===== config.mk =====
export PLATFORM = sky130hd
export DESIGN_NAME = spi_master_core
export DESIGN_NICKNAME = d
export VERILOG_FILES = /design/src/rtl/spi_master_core.sv
export SDC_FILE = /design/constraint.sdc
export NUM_CORES = 1
export LEC_CHECK = 0
export BUFFER_PORTS_ARGS = -buffer_cell sky130_fd_sc_hd__buf_2
export CAP_MARGIN = 20
export CORE_MARGIN = 2
export CORE_UTILIZATION = 42
export CTS_BUF_LIST = sky130_fd_sc_hd__clkbuf_16
export CTS_CLUSTER_SIZE = 14
export DETAILED_ROUTE_END_ITERATION = 7
export GPL_TIMING_DRIVEN = 0
export PLACE_DENSITY = 0.7
export SLEW_MARGIN = 10
export SYNTH_ARGS = -nofsm -noshare
export SYNTH_HDL_FRONTEND = slang
export SYNTH_SLANG_ARGS = --single-unit

===== constraint.sdc =====
create_clock -name CLK -period 5.85 [get_ports CLK]
set_input_delay 0.585 -clock CLK [delete_from_list [all_inputs] [get_ports CLK]]
set_output_delay 0.585 -clock CLK [all_outputs]
set_load 0.1 [all_outputs]

===== src/rtl/spi_master_core.sv =====
// spi_master_core: SPI master engine that serialises one 8/16/24/32-bit word per start
// with programmable mode, SCK rate and CS lead/trail/inter-frame gaps.
module spi_master_core (
    input  logic        CLK,
    input  logic        RST,
    input  logic        start_in,
    input  logic [1:0]  spi_mode_in,
    input  logic [1:0]  sck_speed_in,
    input  logic [1:0]  word_len_in,
    input  logic [7:0]  IFG_in,
    input  logic [7:0]  CS_SCK_in,
    input  logic [7:0]  SCK_CS_in,
    input  logic [31:0] mosi_data_in,
    output logic        busy_out,
    output logic [31:0] miso_data_out,
    output logic        sck_out,
    output logic        mosi_out,
    output logic        cs_out,
    input  logic        miso_in
);
    localparam logic [2:0] IDLE = 3'd0, LEAD = 3'd1, XFER = 3'd2, TRAIL = 3'd3, GAP = 3'd4;
    logic [2:0]  state_q, state_d, h_q, h_d, h_in, h_lat, after_trail, after_xfer;
    logic [7:0]  cnt_q, cnt_d, sck_cs_q, sck_cs_d, ifg_q, ifg_d;
    logic [5:0]  edge_q, edge_d;
    logic [1:0]  spd_q, spd_d, wl_q, wl_d;
    logic [31:0] tx_q, tx_d, rx_q, rx_d, miso_q, miso_d, aligned;
    logic        cpha_q, cpha_d, sck_q, sck_d, mosi_q, mosi_d, busy_q, cs_q, lead, last;
    // Transmit word is left-aligned so the current bit is always tx_q[31].
    assign aligned     = mosi_data_in << {~word_len_in, 3'b000};
    assign h_in        = 3'((4'd1 << sck_speed_in) - 4'd1);
    assign h_lat       = 3'((4'd1 << spd_q) - 4'd1);
    assign lead        = ~edge_q[0];
    assign last        = edge_q == {wl_q, 4'hF};
    assign after_trail = ifg_q != 8'd0 ? GAP : IDLE;
    assign after_xfer  = sck_cs_q != 8'd0 ? TRAIL : after_trail;
    always_comb begin
        state_d  = state_q;
        cnt_d    = cnt_q;
        h_d      = h_q;
        edge_d   = edge_q;
        tx_d     = tx_q;
        rx_d     = rx_q;
        miso_d   = miso_q;
        sck_d    = sck_q;
        mosi_d   = mosi_q;
        cpha_d   = cpha_q;
        spd_d    = spd_q;
        wl_d     = wl_q;
        ifg_d    = ifg_q;
        sck_cs_d = sck_cs_q;
        case (state_q)
            IDLE: if (start_in) begin
                cpha_d   = spi_mode_in[0];
                spd_d    = sck_speed_in;
                wl_d     = word_len_in;
                ifg_d    = IFG_in;
                sck_cs_d = SCK_CS_in;
                cnt_d    = CS_SCK_in;
                h_d      = h_in;
                edge_d   = 6'd0;
                tx_d     = aligned;
                rx_d     = 32'd0;
                sck_d    = spi_mode_in[1];
                mosi_d   = aligned[31];
                state_d  = CS_SCK_in != 8'd0 ? LEAD : XFER;
            end
            LEAD: if (cnt_q == 8'd1) state_d = XFER; else cnt_d = cnt_q - 8'd1;
            XFER: if (h_q != 3'd0) h_d = h_q - 3'd1; else begin
                h_d    = h_lat;
                sck_d  = ~sck_q;
                edge_d = edge_q + 6'd1;
                if (lead ^ cpha_q) rx_d = (rx_q << 1) | 32'(miso_in);
                if (lead == cpha_q && !last) begin
                    mosi_d = cpha_q ? tx_q[31] : tx_q[30];
                    tx_d   = tx_q << 1;
                end
                if (last) begin
                    state_d = after_xfer;
                    miso_d  = rx_d;
                    cnt_d   = sck_cs_q != 8'd0 ? sck_cs_q : ifg_q;
                end
            end
            TRAIL: if (cnt_q == 8'd1) begin
                state_d = after_trail;
                cnt_d   = ifg_q;
            end else cnt_d = cnt_q - 8'd1;
            GAP: if (cnt_q == 8'd1) state_d = IDLE; else cnt_d = cnt_q - 8'd1;
            default: state_d = IDLE;
        endcase
    end
    always_ff @(posedge CLK or negedge RST) begin
        if (!RST) begin
            state_q  <= IDLE;
            cnt_q    <= 8'd0;
            h_q      <= 3'd0;
            edge_q   <= 6'd0;
            tx_q     <= 32'd0;
            rx_q     <= 32'd0;
            miso_q   <= 32'd0;
            sck_q    <= 1'b0;
            mosi_q   <= 1'b0;
            cpha_q   <= 1'b0;
            spd_q    <= 2'd0;
            wl_q     <= 2'd0;
            ifg_q    <= 8'd0;
            sck_cs_q <= 8'd0;
            busy_q   <= 1'b0;
            cs_q     <= 1'b1;
        end else begin
            state_q  <= state_d;
            cnt_q    <= cnt_d;
            h_q      <= h_d;
            edge_q   <= edge_d;
            tx_q     <= tx_d;
            rx_q     <= rx_d;
            miso_q   <= miso_d;
            sck_q    <= sck_d;
            mosi_q   <= mosi_d;
            cpha_q   <= cpha_d;
            spd_q    <= spd_d;
            wl_q     <= wl_d;
            ifg_q    <= ifg_d;
            sck_cs_q <= sck_cs_d;
            busy_q   <= state_d != IDLE;
            cs_q     <= state_d == GAP || state_d == IDLE;
        end
    end
    assign busy_out      = busy_q;
    assign cs_out        = cs_q;
    assign sck_out       = sck_q;
    assign mosi_out      = mosi_q;
    assign miso_data_out = miso_q;
endmodule


[After elaboration in Yosys (flattened, before gate mapping)]
Cells that the tools add are included.
Storage, ports and cells
  flip-flop bits (word level): 141
  input port bits: 66
  output and inout port bits: 36
Cells by class
  add/subtract/negate cells: 5
  equal/unequal tests: 13
  shift operators: 3
  muxes and demuxes: 39
  bitwise operators: 6
  reduce and logical (&&, ||, !) cells: 19
Operator list (number)
  $mux 32: 6
  $pmux 32 s2: 2
  $mux 8: 6
  $or 32x1->32: 1
  $pmux 8 s4: 1
  $shl 32x5->32: 1
  $mux 3: 10
  $reduce_bool 8->1: 3
  $pmux 3 s5: 1
  $mux 6: 2
  $pmux 6 s2: 1
  $ne 2x2->1 const B: 5
  $sub 3x1->3 const B: 3
  $eq 8x1->1 const B: 1
  $sub 8x1->8 const B: 1
  $add 6x1->6 const B: 1
  $eq 3x2->1 const B: 2
  $eq 3x3->1 const B: 2
  $eq 6x6->1: 1
  $logic_not 3->1: 2
  $mux 1: 6
  $pmux 3 s2: 1
  $reduce_and 3->1: 2
  $reduce_bool 3->1: 2
  17 further kinds: 22

[Depth between registers and ports, before layout]
  word-level depth: 8
  mapped depth: 9

[Least setup slack after synthesis]
Ideal clock, no wire load.
  path type: register to register
  start point: register edge_q[0]
  end point: register cnt_q[1]
  setup time: 125 ps
  arrival: 2091 ps
  required time: 5725 ps
  setup slack: 3634 ps
  stages on the path, launching flop included: 7
  period minus slack after synthesis: 2216 ps
  cells stage by stage: dfrtp_1 -> ha_1 -> nand3_1 -> or4b_4 -> a311o_4 -> nand2_1 -> mux2_2
On the way
  longest elaborated chain between the ends: 3
Ends and longest elaborated chain
  start, declared: RTL line 24  | logic [5:0] edge_q, edge_d;
  start signal, assigned: RTL line 113  | edge_q <= edge_d;
  $eq 6x6->1: RTL line 33  | assign last = edge_q == {wl_q, 4'hF};
  $ne 2x2->1 (no line)
  $reduce_and 5->1 (no line)
  end signal, assigned: RTL line 111  | cnt_q <= cnt_d;
  end, declared: RTL line 23  | logic [7:0] cnt_q, cnt_d, sck_cs_q, sck_cs_d, ifg_q, ifg_d;
No other way between the ends.
A chain may end at the register's enable or synchronous reset.

[Final worst setup path]
  start point: register state_q[1]
  end point: register h_q[2]
On the way
  longest elaborated chain between the ends: 3
  elaborated cells between the ends (all ways): 6
Ends and longest elaborated chain
  start, declared: RTL line 22  | logic [2:0] state_q, state_d, h_q, h_d, h_in, h_lat, after_trail, after_xfer;
  start signal, assigned: RTL line 110  | state_q <= state_d;
  $eq 3x2->1 / $logic_not 3->1 (equally long branches): RTL line 51  | case (state_q)
  $reduce_bool 2->1 (no line) / $ne 2x2->1 (equally long branches)
  $reduce_and 2->1 (no line)
  end signal, assigned: RTL line 95  | h_q <= 3'd0;
  end signal, assigned: RTL line 112  | h_q <= h_d;
  end, declared: RTL line 22
Parallel ways exist; a longest one is shown, timed or not.

==> run metrics <==
mux cell area share after synthesis=10.7%; final setup vio count=0; leakage=4.15 nW; CP Capture Type=flop; compound-cell area share of the yosys netlist=about 16%; Antenna Cells=0; std cell rows=47; Clk pin slew, worst setup/hold paths=approximately 0.060 ns; relative slew slack=around 45%; post-synthesis xor/xnor area fraction=under 10%; Post-Syn Nets=approximately 860; Die Height=135 um; critical path class=reg -> reg; post_cts resized=0; IO buf count=around 100; Core Area=about 17000 um^2; slowest stage delay, CP=between 0.4 and 0.5 ns; critical path's slowest cell=nor3b_2; initial antenna violation count=0; number of flops mapped to enable cells by yosys=0; largest net degree at the start of global routing=73; placed cell area=approximately 8000 um^2; RSZ-0062 raised after global routing=no; final antenna-violating net count=0; worst slew pin tran=about 0.82 ns; period utilization=46.4%; maximum clock rate=between 300 and 400 MHz; cts-stage hold buffer count=0; CP max FO=10; PD cells=approximately 490 nW/um^2; area share of fa/ha/maj cells after synthesis=less than 1%; clock sink count=approximately 140; Root Driver=clkbuf_16; synth unique cells=60; combinational family with the most area after synthesis=simple AND/OR/NAND/NOR gates; Mapped Area=7210 um^2; max-cap violations=0; H-Tree Depth=4; die width=roughly 130 um; Initial Util=43.1%; final hold slack=around 0.11 ns; cts bufs inserted=17; most common cell after layout, fill and taps aside=nand2_1; Overall Power=between 4 and 5 mW; Synth Area in Simple Gates=between 10% and 20%; Final nets=slightly below 1000; Critical Path AT=approximately 3.1 ns; Clock Skew=0.00941 ns; die footprint=between 15000 and 20000 um^2; Total Neg Setup Slack=0 ns; Clk Latency, worst-skew pair=between 0.4 and 0.5 ns; Area Overhead vs Synth=19.4%; CTS tree=built; most frequent cells in the layout=nand2_1 (199), dfrtp_1 (140), o21ai_0 (124); # IOs=102; worst r2r src=state_q[1]; HPWL Detailed=between 10000 and 15000 um; Critical Path Start Type=flop; drt first pass iters=6; Multi-input gate area=approximately 3400 um^2; DR WL/cell=roughly 16 um; setup repair bufs after CTS=0; flop and latch count out of synthesis=141; outcome=complete, no violations; yosys warns=0; initial DRC count=roughly 460; Crit. Startpoint=state_q[1]; Final min period=approximately 2.7 ns; DRC=0; Global Route Usage Sum=21.0%; vias=6242; vias per std cell=5.49; critical-path cell list=buf_2, nor3b_2, clkbuf_1, buf_1, o21ai_0, o31a_1, ha_1, xor2_1, o21ai_1; register area share after synthesis=between 40 and 50%; clk buf depth=2; Reg area=approximately 3500 um^2; fill count=between 1500 and 2000; first-pass GRT wire length=slightly above 30000 um; Final Hold Viols=0; vias in the first global route=6123; Design Area, Final=around 8600 um^2; dominant synthesized flop cell=dfrtp_1; GP Congestion=around 0.86; Post-Syn Area per Cell=between 9 and 10 um^2; Post-synth ARST share=100%; total gr overflow=0; fin. max-slew vios=0; DRT Wirelength=~18000 um; share of layout cells above drive strength 1=18.0%; Mapped Cells=785; peak supply drop=about 0.24 mV; Hold Crit Class=in -> async; CP required=around 6.2 ns
==> state kept, by name, summed over array words and instances (netlist names) <==
signal,count
wl_q,2
mosi_out,1
sck_cs_q,8
spd_q,2
miso_data_out,32
rx_q,32
cs_out,1
h_q,3
tx_q,32
edge_q,6
sck_out,1
cpha_q,1
busy_out,1
ifg_q,8
cnt_q,8
state_q,3
==> path summary, 6_finish.rpt <==
kind                                      to  slack (ns)  cells past startpoint
setup reg to reg                      h_q[2]        3.13                      9
hold / removal                      tx_q[26]        0.11                      1
max in group asynchronous  miso_data_out[27]        4.98                      2
min in group CLK                    ifg_q[2]        0.36                      3
hold reg to reg             miso_data_out[5]        0.47                      2
setup / recovery                      h_q[2]        3.13                      9
==> kinds of logic after synthesis <==
| family | Yosys count |
|---|---|
| adders and majority gates | 4 |
| xor gates and xnor gates | 14 |
| DFF | 141 |
| muxes | 76 |
| buffers and inverters | 66 |
| and+or+nand+nor | 290 |
| AOI/OAI and AO/OA | 194 |
==> power breakdown <==
group,total [mW],switching [mW],internal [mW]
logic,1.46,0.859,0.606
clock network,1.10,0.430,0.669
registers,1.64,0.316,1.32
==> layer usage <==
metal	GRT usage [%]	vias up	part of all wire (%)
met2	35.1	185	49
met4	8.10	0	1.4
met3	3.42	25	4.9
met5	0	-	0
li1	-	2987	-
met1	27.6	3045	44
==> area by class of cell <==
class,instances,share of cell area (%)
plain buffers,54,2.49
well taps,220,3.20
flip-flops and latches,141,41.0
repair buffers,100,6.19
multi-input cells,578,39.7
inverters,12,0.523
clock buffers,17,4.94
clock inverters,14,1.93
==> worst max-delay path, delay by kind of cell, from the launching register on <==
family | cells | cell delay (ns)
xor gates and xnor gates | 1 | 0.15
DFF | 1 | 0.32
and+or+nand+nor | 1 | 0.45
adders and majority gates | 1 | 0.19
buffers and inverters | 3 | 1.07
AOI/OAI and AO/OA | 3 | 0.45
==> cell usage after synthesis, drive strengths merged, types with 3 or more instances <==
cell type  instances  area (um^2)
nand3              5         25.0
xor2               6         52.6
nand2            199          747
and3               7         43.8
a221o              8         80.1
or3                3         18.8
ha                 4         50.1
nor3               7         46.3
o211ai             6         45.0
a22oi             17          128
or2                4         25.0
mux2              11          124
inv               12         45.0
clkbuf            42          159
a21oi             12         60.1
and2               3         21.3
a22o               4         35.0
nor4              12         81.3
nor2              29          109
nand2b             4         25.0
dfrtp            140         3500
buf               12         55.1
mux2i             65          651
o21ai            125          626
nor4b              3         32.5
nor2b              3         18.8
xnor2              8         70.1
==> stage by stage <==
stage               util, %  worst slack [ns]  cells
global route           51.5              2.92   1136
floorplan                 -              3.63    785
global placement       47.8              2.14   1104
detailed placement     48.0              3.17   1105
CTS                    51.5              3.16   1136
finish                 51.5              3.13   1136
(Power assumes the default switching activity.)
